### config.mk
export PLATFORM = sky130hd
export DESIGN_NAME = if_id_reg
export DESIGN_NICKNAME = d
export VERILOG_FILES = /design/src/rtl/if_id_reg.sv
export SDC_FILE = /design/constraint.sdc
export NUM_CORES = 1
export LEC_CHECK = 0
export CAP_MARGIN = 20
export CORE_MARGIN = 3
export CORE_UTILIZATION = 32
export DETAILED_ROUTE_END_ITERATION = 7
export HOLD_SLACK_MARGIN = 0.15
export PLACE_DENSITY = 0.69
export SLEW_MARGIN = 20
export SYNTH_ARGS = -nofsm -noshare
export SYNTH_HDL_FRONTEND = slang
export SYNTH_SLANG_ARGS = --single-unit
### constraint.sdc
create_clock -name clk -period 3.3 [get_ports clk]
set_input_delay 0.33 -clock clk [delete_from_list [all_inputs] [get_ports clk]]
set_output_delay 0.33 -clock clk [all_outputs]
set_load 0.02 [all_outputs]
### src/rtl/if_id_reg.sv
`default_nettype none
// ============================================================================
// Module   : if_id_reg
// Brief    : IF/ID pipeline register with stall hold, flush and eret bubbles,
//            fetch-fault sanitising and delay-slot tracking.
//            Optional macro IFID_RI_CHECK_EN: reserved-instruction screening.
// Revision : 1.0 - initial release
// ============================================================================
module if_id_reg #(
    parameter logic [31:0] RESET_PC = 32'h0000_3000
) (
    input  logic        clk,
    input  logic        reset,
    input  logic        stall,
    input  logic        flush_exc,
    input  logic        flush_eret,
    input  logic        eret_id,
    input  logic [31:0] pc_in,
    input  logic [31:0] instr_in,
    input  logic [4:0]  exc_code_in,
    input  logic        bd_in,
    output logic [31:0] pc_out,
    output logic [31:0] instr_out,
    output logic [4:0]  exc_code_out,
    output logic        bd_out,
    output logic        valid_out
);

    localparam logic [4:0] EXC_NONE = 5'd0;
    localparam logic [4:0] EXC_RI   = 5'd10;

    logic        prev_bj;
    logic [31:0] pc_d;
    logic [31:0] instr_d;
    logic [4:0]  exc_d;
    logic        bd_d;
    logic        valid_d;
    logic        prev_bj_d;
    logic        ri_miss;

`ifdef IFID_RI_CHECK_EN
    function automatic logic is_supported(input logic [31:0] w);
        logic [5:0] op;
        logic [5:0] funct;
        logic [4:0] rs;
        logic [4:0] rt;
        logic       ok;
        op    = w[31:26];
        rs    = w[25:21];
        rt    = w[20:16];
        funct = w[5:0];
        ok    = 1'b0;
        case (op)
            6'h00: begin
                case (funct)
                    6'h21, 6'h23, 6'h24, 6'h25, 6'h2a, 6'h2b,
                    6'h00, 6'h02, 6'h03, 6'h08, 6'h09,
                    6'h18, 6'h19, 6'h1a, 6'h1b,
                    6'h10, 6'h12, 6'h11, 6'h13: ok = 1'b1;
                    default:                    ok = 1'b0;
                endcase
            end
            6'h01: ok = (rt == 5'd0) || (rt == 5'd1);
            6'h02, 6'h03, 6'h04, 6'h05, 6'h06, 6'h07,
            6'h08, 6'h09, 6'h0a, 6'h0b, 6'h0c, 6'h0d, 6'h0e, 6'h0f,
            6'h20, 6'h21, 6'h23, 6'h24, 6'h25,
            6'h28, 6'h29, 6'h2b: ok = 1'b1;
            6'h10: ok = (rs == 5'd0) || (rs == 5'd4) ||
                        ((rs == 5'h10) && (funct == 6'h18));
            default: ok = 1'b0;
        endcase
        return ok;
    endfunction

    assign ri_miss = !is_supported(instr_in);
`else
    // Unsupported words flow through; decode raises RI itself.
    assign ri_miss = 1'b0;
`endif

    always_comb begin
        pc_d      = pc_out;
        instr_d   = instr_out;
        exc_d     = exc_code_out;
        bd_d      = bd_out;
        valid_d   = valid_out;
        prev_bj_d = prev_bj;
        if (flush_exc || flush_eret || (!stall && eret_id)) begin
            // Bubble keeps tracking the fetch PC and never consumes a delay slot.
            pc_d      = pc_in;
            instr_d   = 32'h0;
            exc_d     = EXC_NONE;
            bd_d      = 1'b0;
            valid_d   = 1'b0;
            prev_bj_d = 1'b0;
        end else if (!stall) begin
            pc_d    = pc_in;
            valid_d = 1'b1;
            bd_d    = prev_bj;
            if (exc_code_in != EXC_NONE) begin
                instr_d   = 32'h0;
                exc_d     = exc_code_in;
                prev_bj_d = 1'b0;
            end else if (ri_miss) begin
                instr_d   = 32'h0;
                exc_d     = EXC_RI;
                prev_bj_d = 1'b0;
            end else begin
                instr_d   = instr_in;
                exc_d     = EXC_NONE;
                prev_bj_d = bd_in;
            end
        end
    end

    always_ff @(posedge clk) begin
        if (reset) begin
            pc_out       <= RESET_PC;
            instr_out    <= 32'h0;
            exc_code_out <= EXC_NONE;
            bd_out       <= 1'b0;
            valid_out    <= 1'b0;
            prev_bj      <= 1'b0;
        end else begin
            pc_out       <= pc_d;
            instr_out    <= instr_d;
            exc_code_out <= exc_d;
            bd_out       <= bd_d;
            valid_out    <= valid_d;
            prev_bj      <= prev_bj_d;
        end
    end

endmodule
`default_nettype wire

; ---- Yosys cells after proc, flatten, opt, wreduce, memory -nomap -nowiden
; Index checks and enable logic that the tools add are counted.
; W data, S select, Z words.
[op_classes]
n_eq_ne = 1
mux = 5
n_reduce_logical = 6
[op_table]
columns = cell, n
row1 = $mux W32, 3
row2 = $mux W5, 1
row3 = $reduce_bool A5 Y1, 1
row4 = $logic_or A1 B1 Y1, 2
row5 = $ne A2 B1 Y1 const B, 1
row6 = $reduce_or A2 Y1, 1
row7 = $logic_and A1 B1 Y1, 1
row8 = $logic_not A1 Y1, 1
row9 = $mux W1, 1
[totals]
regBits = 72
in_bits = 76
output_inout_bits = 71
word_cells = 18

; ---- Depth between registers and ports, before layout
; Gate-level depths: netlist of run 1.
[logic_depth]
ltp_word = 4
ltp_mapped = 6
mapped_depth_nobuf = 3

; ---- Least setup slack after synthesis of run 1
; OpenSTA, ideal clock, no wires.
[synth_timing]
kind = input to register
from = input stall
to = register pc_out[12]
setup_time_ns = 0.122
t_arrival_ns = 1.173
slack_ns = 2.004
path_stages = 6
cell_sequence = buf_6 > or3b_1 > clkbuf_1 > buf_2 > nand2_1 > nand3b_1
[synth_via]
elab_chain_len = 4
[synth_lines]
columns = item, line
row1 = from (decl), 14  ; input logic stall,
row2 = $logic_not A1 Y1, -
row3 = $logic_and A1 B1 Y1, 88  ; if (flush_exc || flush_eret || (!stall && eret_id)) begin
row4 = $logic_or A1 B1 Y1, 88
row5 = $ne A2 B1 Y1 (no source line) / $mux W32 (equally long branches), -
row6 = to (signal assigned), 125  ; pc_out <= pc_d;
row7 = to (decl), 22  ; output logic [31:0] pc_out,
; Several ways; a longest one is shown, not always the timed one.
; A chain may end at the register's enable or synchronous reset.

; ---- Worst setup path in the final report of run 1
[layout_timing]
from = input eret_id
to = register valid_out
[layout_via]
elab_chain_len = 3
[layout_lines]
columns = item, line
row1 = from (decl), 17  ; input logic eret_id,
row2 = $logic_and A1 B1 Y1, 88
row3 = $logic_or A1 B1 Y1, 88
row4 = $reduce_or A2 Y1 (no source line), -
row5 = to (signal assigned), 129  ; valid_out <= valid_d;
row6 = to (decl), 26  ; output logic valid_out
; Every way passes these cells.

==> impl_metrics.toml, run 1 <==
[routing]
vias = 2521
wire_per_inst_um = 14.6
vias_per_cell = 4.82
ant_nets = 0
drt_wl_total_mm = 7.65
drtPass1Iterations = 4
drc = 0
drtIter0Drc = 90

[yosys]
syn-cell-area_mm2 = 0.00255
postSynthRegisterBits = 72
ys_warn_count = 0
syn_inst = 280
ys_seq_area_share_pct = 56.5
ys_types = 17
avgSynthCellArea_um2 = 9.11
synth_fp_nets = 356

[grt]
track_usage_pct = 16.9
grt_first_pass_wirelength_mm = 12.0
grt_max_degree = 44
antenna_found_initial = 0
grt_pass1_vias = 2461
grt_overflow = 0

[critical_path]
crit_buf_inv = 3
startpoint_type = "input pin"
ff2ff_setup_slack_ns = 2.61
crit_slowest_cell = "o21ai_2"
cp.arrival_ns = 2.11
critPathTopFamily = "buffers and inverters"
r2r-start = "instr_out[31]"
crit_fanout = 27
cp.required_ns = 3.50
cp-startpoint = "eret_id"
cpPeakStageDelay_ns = 0.81
criticalPathCategory = "in -> reg"
crit_path_end = "valid_out"
critical_path_depth = 5
crit_chain = "clkdlybuf4s50_1 > inv_2 > o21ai_2 > buf_4 > a21oi_1"
reg2reg_depth = 2
crit_path_end_kind = "flop"
worstReg2RegEnd = "instr_out[31]"

[sta]
relSlewSlack_pct = 28.7
min_period_ns = 1.91
finClkSkew_ns = 0.000597
final_max_slew_viol_count = 0
fin_tns_setup_ns = 0
tightest_slew_ns = 1.07
fin_hold_ws_ns = 0.452
setup_viol = 0
post-route-period-util_pct = 57.7
max_freq_mhz = 525
hold_viol = 0
layout_setup_ws_ns = 1.39
rsz0062_at_grt = "no"

[pwr]
comb_power_share_pct = 13.8
power_frac_clock_pct = 37.4
p_leak_nw = 1.54
p_int_mw = 1.43
vdd_ir_drop_max_uv = 224
switching_share_pct = 23.3
p_switching_uw = 434
p_per_area_mw_per_mm2 = 437
seqPwrFrac_pct = 48.8

[layout]
fin_nets = 495
num-fill-cells = 687
drive_gt1_share_pct = 6.60
syn_to_final_growth_pct = 66.8
num_antenna_cells = 0

[die]
start_util_pct = 34.1
die_x_um = 95.3
rows = 31
die-area_mm2 = 0.00908
die_y_um = 95.3
ios = 147
core_mm2 = 0.00749

[clock_tree]
ctsHoldBuffers = 0
clockBufferDepth = 2
cts_tree = "built"
postCtsSetupRepairBufs = 0
clk_pin_slew_ns = 0.07
clk_latency_ns = 0.33
clock-sinks = 72
ctsResizeCount = 0
htree_levels = 3
cts_root_buf = "clkbuf_8"
numCtsBuffers = 9

[min_path]
hp-class = "reg -> reg"
hp-start = "pc_out[2]"

[run]
drv_cap = 0

[placement]
place.gp.congestion = 0.720
dp_hpwl_mm = 5.41
dp_slack_ns = 1.08
port_buffers = 146

[status]
outcome = "complete, no violations"
[metrics by stage]
stage	utilization [%]	instances	area (µm²)	total power, mW
after CTS	56.8	523	4260	1.89
after global routing	56.8	523	4260	1.95
final	56.8	523	4260	1.86
after global placement	54.2	507	4060	1.18
after floorplan	-	280	2550	1.03
after detailed placement	54.2	507	4060	1.18
[power groups by stage]
stage	Sequential [mW]	Combinational (mW)	Clock (mW)
final	0.907	0.258	0.695
after global routing	0.910	0.277	0.764
after CTS	0.907	0.259	0.723
after detailed placement	0.927	0.257	0
after global placement	0.926	0.257	0
after floorplan	0.958	0.0678	0
[how the worst min path moves through the flow]
stage | to | slack (ns) | cells after the start
2_1_floorplan | pc_out[12] | 0.44 | 1
3_3_place_gp | pc_out[9] | 0.44 | 2
3_5_place_dp | pc_out[2] | 0.45 | 2
4_1_cts | pc_out[24] | 0.45 | 2
5_1_grt | pc_out[2] | 0.47 | 2
6_report | pc_out[2] | 0.45 | 2
[flip-flops by register name, summed over array words and instances (netlist names)]
signal	flops
instr_out	32
pc_out	32
exc_code_out	5
bd_out	1
prev_bj	1
valid_out	1
[worst reg2reg max path, stage by stage (launching register included)]
cell     delay (ns)
dfxtp_1        0.32
a32oi_1        0.16
nor2_1         0.06
[cells in the final DEF, fill, tap and decap left out]
master           netlist  layout
buf_4                  0       7
buf_2                 13       1
nand3b_1               2       2
nor4_4                 1       1
clkinv_2               0       2
inv_1                  1       1
bufinv_16              0       1
or3b_2                 0       1
nor3b_4                0       1
o21ai_2                0       1
nor2_1                40      39
dfxtp_1               72      72
clkbuf_8               0      11
nor2_2                 0       1
clkbuf_1               8       2
mux2i_1                6       6
a21oi_1               31      31
inv_2                  1       1
nor3_1                 1       1
nand2_1               64      64
clkdlybuf4s50_1        0     145
a32oi_1               33      33
[synth_stat cells]
cell type,count,area [µm²]
nor2_1,40,150
o21ai_1,1,5.00
nor3b_2,1,12.5
a32oi_1,33,289
nor3_1,1,5.00
clkbuf_1,8,30.0
inv_2,1,3.75
a21oi_1,31,155
nand2_1,64,240
buf_6,4,45.0
buf_2,13,65.1
inv_1,1,3.75
or3b_1,1,8.76
nand3b_1,2,15.0
mux2i_1,6,60.1
nor4_4,1,21.3
dfxtp_1,72,1440
[layout make-up]
cell class                 instances  area (µm²)  share of cell area (%)
timing repair buffer             153        1510                    35.5
sequential                        72        1440                    33.9
multi-input combinational        181         975                    22.9
clock buffer                      13         159                    3.73
tap                               99         124                    2.91
clock inverter                     3        40.0                   0.941
inverter                           2        7.51                   0.176
[routing by layer]
layer	vias to the layer above	GRT usage, %	wire length [µm]
li1	1241	-	-
met1	1141	21.1	3280
met2	127	25.3	3250
met3	12	7.26	987
met4	0	7.57	132
met5	-	0	0
[cells by family after synthesis]
group	share of synthesized area [%]
AOI/OAI and AO/OA	17.6
and+or+nand+nor	17.8
muxes	2.35
DFF	56.5
buffers and inverters	5.79
Note: power is estimated with default switching activity, not from simulation.
==> inputs of run 2 (changes only) <==
--- a/config.mk
+++ b/config.mk
@@ -10,7 +10,7 @@
 export CORE_UTILIZATION = 32
 export DETAILED_ROUTE_END_ITERATION = 7
 export HOLD_SLACK_MARGIN = 0.15
-export PLACE_DENSITY = 0.69
+export PLACE_DENSITY = 0.72
 export SLEW_MARGIN = 20
 export SYNTH_ARGS = -nofsm -noshare
 export SYNTH_HDL_FRONTEND = slang
==> constraint.sdc (replaced) <==
create_clock -name clk -period 1.6 [get_ports clk]
set_input_delay 0.16 -clock clk [delete_from_list [all_inputs] [get_ports clk]]
set_output_delay 0.16 -clock clk [all_outputs]
set_load 0.02 [all_outputs]
==> impl_metrics.toml, run 2 (synthesized netlist as in run 1, its figures left out) <==
[routing]
vias_per_cell = 4.81
drc = 0
drtPass1Iterations = 4
wire_per_inst_um = 14.4
drtIter0Drc = 48
drt_wl_total_mm = 7.58
ant_nets = 0
vias = 2529

[grt]
grt_max_degree = 41
antenna_found_initial = 0
grt_pass1_vias = 2438
track_usage_pct = 16.5
grt_first_pass_wirelength_mm = 11.7
grt_overflow = 0

[sta]
max_freq_mhz = 684
relSlewSlack_pct = 50.7
setup_viol = 0
fin_tns_setup_ns = 0
tightest_slew_ns = 0.737
fin_hold_ws_ns = 0.362
hold_viol = 0
rsz0062_at_grt = "no"
final_max_slew_viol_count = 0
finClkSkew_ns = 0.0000176
min_period_ns = 1.46
post-route-period-util_pct = 91.4

[pwr]
p_leak_nw = 1.59
vdd_ir_drop_max_uv = 477
p_per_area_mw_per_mm2 = 925
p_total_mw = 4.04

[clock_tree]
clk_pin_slew_ns = 0.08
clk_latency_ns = 0.33
clockBufferDepth = 2
clock-sinks = 72
numCtsBuffers = 9
cts_root_buf = "clkbuf_8"
htree_levels = 3
ctsResizeCount = 0
ctsHoldBuffers = 0
postCtsSetupRepairBufs = 0
cts_tree = "built"

[run]
drv_cap = 0

[die]
die_y_um = 95.3
rows = 31
ios = 147
core_mm2 = 0.00749
die-area_mm2 = 0.00908
start_util_pct = 34.1
die_x_um = 95.3

[status]
outcome = "complete, no violations"

[placement]
dp_hpwl_mm = 5.40
place.gp.congestion = 0.713
port_buffers = 146
dp_cells = 510

[layout]
num-fill-cells = 649
postLayoutCoreUtil_pct = 58.3
drive_gt1_share_pct = 7.49
fin_cells = 526
seqCellArea_mm2 = 0.00144
num_antenna_cells = 0
syn_to_final_growth_pct = 71.1
multi_input_area_um2 = 980
mostFrequentLayoutCell = "clkdlybuf4s50_1"
top_regs = "instr_out: 32 flops, pc_out: 32 flops, exc_code_out: 5 flops"
final_cell_mix = "145 x clkdlybuf4s50_1, 72 x dfxtp_1, 64 x nand2_1"
fin_nets = 498

[critical_path]
cp.arrival_ns = 1.30
startpoint_type = "flop"
crit_path_end_kind = "output pin"
crit_fanout = 2
crit_buf_inv = 1
crit_slowest_cell = "clkdlybuf4s50_1"
criticalPathCategory = "reg -> out"
crit_chain = "clkdlybuf4s50_1"
cp.required_ns = 1.44
critPathTopFamily = "buffers and inverters"
cpPeakStageDelay_ns = 0.61

[min_path]
hp-class = "in -> reg"
[run 2: final cells by class]
| class | instances | share of cell area, % |
|---|---|---|
| clock buffer | 11 | 3.47 |
| clock inverter | 5 | 1.81 |
| inverter | 2 | 0.172 |
| multi-input combinational | 181 | 22.4 |
| sequential | 72 | 33.0 |
| tap | 99 | 2.84 |
| timing repair buffer | 156 | 36.2 |
[run 2: path summary, 6_finish.rpt]
| kind | start | to | slack, ns | cells past startpoint |
|---|---|---|---|---|
| worst min register to register | pc_out[8] | pc_out[8] | 0.45 | 2 |
| worst max register to register | instr_out[12] | instr_out[12] | 0.95 | 2 |
| worst max-delay path | instr_out[0] | instr_out[0] | 0.14 | 1 |
| worst min-delay path | stall | instr_out[26] | 0.36 | 4 |
[run 2: per-stage QoR]
stage	cell area, µm²	worst slack (ns)
6_report	4360	0.138
5_1_grt	4360	0.0619
4_1_cts	4360	0.112
3_5_place_dp	4130	-0.0249
3_3_place_gp	4130	-0.412
2_1_floorplan	2550	0.474
[run 2: report_power, final]
part	switching [mW]	internal (mW)	total [mW]
combinational	0.238	0.308	0.547
sequential	0.0256	1.84	1.87
clock	0.661	0.961	1.62
[run 2: metal layers]
metal / vias up / wire (µm) / global-route usage, %
met5: - / 0 / 0
met4: 0 / 113 / 6.13
met3: 10 / 944 / 7.97
met2: 119 / 3290 / 25.3
met1: 1143 / 3230 / 20.0
li1: 1257 / - / -
